**src/rtl/spi_cmd_regfile.sv**
```systemverilog
// spi_cmd_regfile: command interpreter and configuration register bank fed by
// the SPI deserializer. A command byte (bit 7 = write, bits 6:0 = start
// address) opens a burst of auto-incrementing writes or reads that lasts until
// frame_end. Read results go to the parallel-to-serial return path.
module spi_cmd_regfile #(
  parameter int NUM_REGS = 16,
  parameter int ADDR_W   = 7
) (
  input  logic                  iclk,
  input  logic                  rst,
  input  logic [7:0]            byte_in,
  input  logic                  byte_valid,
  input  logic                  frame_end,
  input  logic                  err_clr,
  output logic [NUM_REGS*8-1:0] regs_out,
  output logic                  wr_strobe,
  output logic [ADDR_W-1:0]     wr_addr,
  output logic [7:0]            rd_data,
  output logic                  rd_valid,
  output logic                  busy,
  output logic                  err
);

  typedef enum logic [1:0] {IDLE, WRITE, READ} state_t;

  state_t                state;
  state_t                next_state;
  logic [ADDR_W-1:0]     ptr;
  logic [ADDR_W-1:0]     cmd_addr;
  logic [ADDR_W-1:0]     acc_addr;
  logic                  acc_hit;
  logic [7:0]            acc_rdata;
  logic [NUM_REGS*8-1:0] regs_q;

  assign cmd_addr = ADDR_W'(byte_in[6:0]);
  assign regs_out = regs_q;

  // Decode the address the current byte targets, its lookup, and the next state.
  always_comb begin
    // NOTE: every combinational output gets a default first so no path
    // leaves it unassigned, which would infer a latch.
    next_state = state;
    acc_addr   = ptr;
    acc_hit    = 1'b0;
    acc_rdata  = 8'h00;
    if (byte_valid) begin
      case (state)
        IDLE: begin
          acc_addr   = cmd_addr;
          next_state = byte_in[7] ? WRITE : READ;
        end
        WRITE:   acc_addr = ptr;
        READ:    acc_addr = ptr + ADDR_W'(1);
        default: acc_addr = ptr;
      endcase
    end
    // A byte arriving with frame_end is still processed above; the frame closes after it.
    if (frame_end) next_state = IDLE;
    // Out-of-range addresses match no register and leave acc_hit low.
    for (int k = 0; k < NUM_REGS; k++) begin
      if (acc_addr == ADDR_W'(k)) begin
        acc_hit   = 1'b1;
        acc_rdata = regs_q[k*8 +: 8];
      end
    end
  end

  // FSM, address pointer, register bank and registered pulse/status outputs.
  always_ff @(posedge iclk) begin
    if (rst) begin
      // NOTE: the bank is reset in full because these registers drive analog
      // and digital controls that must come up in a known state.
      state     <= IDLE;
      ptr       <= '0;
      regs_q    <= '0;
      wr_strobe <= 1'b0;
      wr_addr   <= '0;
      rd_data   <= 8'h00;
      rd_valid  <= 1'b0;
      busy      <= 1'b0;
      err       <= 1'b0;
    end else begin
      // NOTE: non-blocking assignments throughout, so later lines (err set
      // after err_clr) override earlier ones within the same edge.
      state     <= next_state;
      busy      <= (next_state != IDLE);
      wr_strobe <= 1'b0;
      rd_valid  <= 1'b0;
      if (err_clr) err <= 1'b0;
      if (byte_valid) begin
        case (state)
          IDLE: begin
            ptr <= cmd_addr;
            if (!byte_in[7]) begin
              rd_valid <= 1'b1;
              rd_data  <= acc_rdata;
              if (!acc_hit) err <= 1'b1;
            end
          end
          WRITE: begin
            if (acc_hit) begin
              for (int k = 0; k < NUM_REGS; k++) begin
                if (ptr == ADDR_W'(k)) regs_q[k*8 +: 8] <= byte_in;
              end
              wr_strobe <= 1'b1;
              wr_addr   <= ptr;
            end else begin
              err <= 1'b1;
            end
            ptr <= ptr + ADDR_W'(1);
          end
          READ: begin
            ptr      <= acc_addr;
            rd_valid <= 1'b1;
            rd_data  <= acc_rdata;
            if (!acc_hit) err <= 1'b1;
          end
          default: ;
        endcase
      end
    end
  end

endmodule

```
**config.mk**
```make
export PLATFORM = sky130hd
export DESIGN_NAME = spi_cmd_regfile
export DESIGN_NICKNAME = d
export VERILOG_FILES = /design/src/rtl/spi_cmd_regfile.sv
export SDC_FILE = /design/constraint.sdc
export NUM_CORES = 1
export LEC_CHECK = 0
export ABC_AREA = 1
export CAP_MARGIN = 20
export CORE_AREA = 2 2 137 139
export CTS_CLUSTER_DIAMETER = 60
export DETAILED_ROUTE_END_ITERATION = 10
export DIE_AREA = 0 0 139 141
export PLACE_DENSITY = 0.65
export SKIP_CTS_REPAIR_TIMING = 1
export SYNTH_ARGS = -nofsm -noshare
export SYNTH_HDL_FRONTEND = slang
export SYNTH_SLANG_ARGS = --single-unit
```
**constraint.sdc**
```tcl
create_clock -name iclk -period 3.4 [get_ports iclk]
set_clock_uncertainty 0.1 [all_clocks]
set_input_delay 0.51 -clock iclk [delete_from_list [all_inputs] [get_ports iclk]]
set_output_delay 0.51 -clock iclk [all_outputs]
set_load 0.05 [all_outputs]
```
==> reports/metrics.cfg <==
[layout]
area_growth_pct = 37.87
fin_nets = 1160
drive_gt1_frac = 0.1321
antenna_cells = 0
fin_area_um2 = 9884
fillerInstances = 1784
finalNonFillerCells = 1385

[route]
avgViaCountPerCell = 5.366
via_count = 7432
wire_per_inst_um = 19.11
detail_route.first_pass.iterations = 5
drc_errors = 0
routed_wirelength_mm = 26.46
ant_nets = 0
drtIter0Drc = 725

[cts]
cts_root_buf = clkbuf_16
cts_buffers = 17
clock_sink_count = 156
clkSlewWorstSetupHoldPaths_ns = 0.06
clockBufferDepth = 2
cts_tree = yes
worstSkewPairLatency_ns = 0.44
htree_levels = 4

[logic_synthesis]
synth_top_area_cell = dfxtp_1
synth_flop_cell = dfxtp_1
ys_top_cells_by_area = dfxtp_1 44%, a21oi_1 9.4%, nand2_1 7.0%
yosys.cell_types.count = 35
synth_edf_count = 0
avgSynthCellArea_um2 = 7.492
netlist_area_um2 = 7169
netlist.area_leader.share = 0.4356
ys_seq_elements = 156
syn-num-nets = 978
synth_common_cells = 156 x dfxtp_1, 135 x a21oi_1, 134 x nand2_1
synth-seq-area-share = 0.4356
synthArstFlopShare = 0
yosys_warnings = 0
syn_inst = 957
yosysMostFrequentCell = dfxtp_1

[global_routing]
grt_overflow = 0
gr-usage-all-layers = 0.2653
antenna_found_initial = 0
grt_pass1_vias = 6786
grt_pass1_wl_mm = 40.54
grt_max_degree = 56

[placement]
gp_congestion = 0.9733
dpl.cell_count = 1352
dpl_cell_area_um2 = 9224
port_buffers = 159
post-dp-hpwl_mm = 19.54

[timing]
worst_pin_slew_ns = 0.8464
timing.final.crit_share = 0.9318
grt_setup_unrepaired = no
slew_headroom = 0.4351
setup_tns_ns = 0
slew_viol_final = 0
finalSetupViolCount = 0
timing.hold.ws_ns = 0.3628
fmax_ghz = 0.3157
finalCriticalPeriod_ns = 3.168
hold_viol_final = 0

[floorplan]
io_pins = 160
die_area_um2 = 19600
start_util = 0.3925
fp.coreArea_um2 = 18270
die_h_um = 141
num_rows = 50
die_w_um = 139

[critical_path]
crit_path_start_kind = register
cp.required_ns = 3.60
r2r_cells = 24
cp.arrival_ns = 3.36
cp_max_fo = 7
path_class = register to register
r2r_setup_slack_ns = 0.23
end_kind = register
reg2reg_from = state[0]
rr_endpoint = rd_data[7]

[pwr]
peakVddDrop_mv = 0.3619
power.leakage_nw = 3.662
p_seq_frac = 0.425
p_switching_mw = 1.146
clock_power_share = 0.466
p_sw_frac = 0.2622
p_int_mw = 3.225
power_density_nw_per_um2 = 442.1
p_comb_frac = 0.108

[status]
status = finished, final reports clean

[run]
drv_cap = 0

[worst_hold_path]
min_path_type = register to register
holdCritStartpoint = err
hold_end = err
whs_path_depth = 2

==> cell usage in the layout, fill, tap and decap left out, drive strengths merged <==
cell type      netlist  routed
clkbuf              31      18
a31oi                3       3
o221ai               1       1
buf                 19      55
nand3               41      41
or2                  3       3
nand2              149     149
a21oi              135     135
o22ai                2       2
clkinv               1       7
o21ai              109     109
clkinvlp             0       1
o211ai               4       4
nor3                 3       3
a221oi               1       1
o2111ai              4       4
a211oi              40      40
nand4               35      35
nor2               127     127
inv                 84      86
o31ai                1       1
clkdlybuf4s50        0     158
ha                   8       8
bufinv               0       4
dfxtp              156     156
==> layer usage <==
| metal | part of all wire | GRT usage | up-vias |
|---|---|---|---|
| met1 | 0.47 | 0.3760 | 3452 |
| met4 | 0.020 | 0.08559 | 0 |
| met3 | 0.059 | 0.04314 | 40 |
| li1 | - | - | 3630 |
| met2 | 0.46 | 0.4143 | 310 |
| met5 | 0 | 0 | - |
==> logic make-up after synthesis <==
| family | Yosys count | synth area share |
|---|---|---|
| adder cells (fa/ha/maj) | 8 | 0.01396 |
| AND/OR/NAND/NOR | 358 | 0.2447 |
| flip-flops | 156 | 0.4356 |
| AO/OA/AOI/OAI | 300 | 0.2291 |
| buffers and inverters | 135 | 0.07661 |
==> stage by stage <==
step,worst slack (ns),power (mW),util
after global routing,0.001174,4.482,0.5411
after CTS,0.1181,4.366,0.5390
final,0.2320,4.370,0.5411
after floorplan,0.9211,2.171,-
after detailed placement,-0.1152,2.360,0.5049
after global placement,-0.06815,2.362,0.5049
==> critical path: stages (launching register included) <==
cell,delay [ns]
dfxtp_1,0.37
inv_1,0.11
ha_2,0.23
nand2_2,0.11
nand2_2,0.11
inv_4,0.11
nor2_2,0.06
nor2_4,0.19
inv_2,0.09
nand2_2,0.08
buf_4,0.14
nor2_1,0.05
inv_1,0.07
nor2_2,0.05
buf_4,0.14
nor2_1,0.14
nand4_1,0.14
nand2_1,0.11
nand4_1,0.12
nand2_1,0.10
nand3_1,0.11
nand2_1,0.10
nand2_1,0.06
nand2_1,0.06
a21oi_1,0.06
==> registers in the layout, summed over array words and instances, names as in the netlist <==
| name | flops |
|---|---|
| rd_data | 8 |
| err | 1 |
| wr_strobe | 1 |
| busy | 1 |
| regs_out | 128 |
| rd_valid | 1 |
| wr_addr | 7 |
| state | 2 |
| ptr | 7 |
==> power groups by stage <==
stage / clock network, mW / registers, mW / logic (mW)
floorplan: 0 / 1.92 / 0.249
global placement: 0 / 1.90 / 0.462
detailed placement: 0 / 1.90 / 0.461
CTS: 2.04 / 1.86 / 0.463
global route: 2.11 / 1.86 / 0.508
finish: 2.04 / 1.86 / 0.474
==> worst max-delay path by stage <==
| stage | from | to | slack [ns] | cells past startpoint |
|---|---|---|---|---|
| 5_1_grt | state[0] | rd_data[0] | 0.001 | 23 |
| 4_1_cts | state[0] | rd_data[5] | 0.12 | 22 |
| 3_5_place_dp | byte_valid | rd_data[5] | -0.12 | 21 |
| 6_report | state[0] | rd_data[7] | 0.23 | 24 |
| 3_3_place_gp | byte_valid | rd_data[5] | -0.07 | 21 |
| 2_1_floorplan | state[0] | rd_data[0] | 0.92 | 22 |
==> cell type report <==
cell class	count	area (um^2)	share of cell area
clock buffers	18	429.2	0.04342
clock inverters	13	192.7	0.01949
inverters	85	324.1	0.03278
multi-input cells	666	3518	0.3559
flip-flops and latches	156	3123	0.3159
well taps	234	292.8	0.02962
repair buffers	213	2004	0.2028
(Power assumes the default switching activity.)
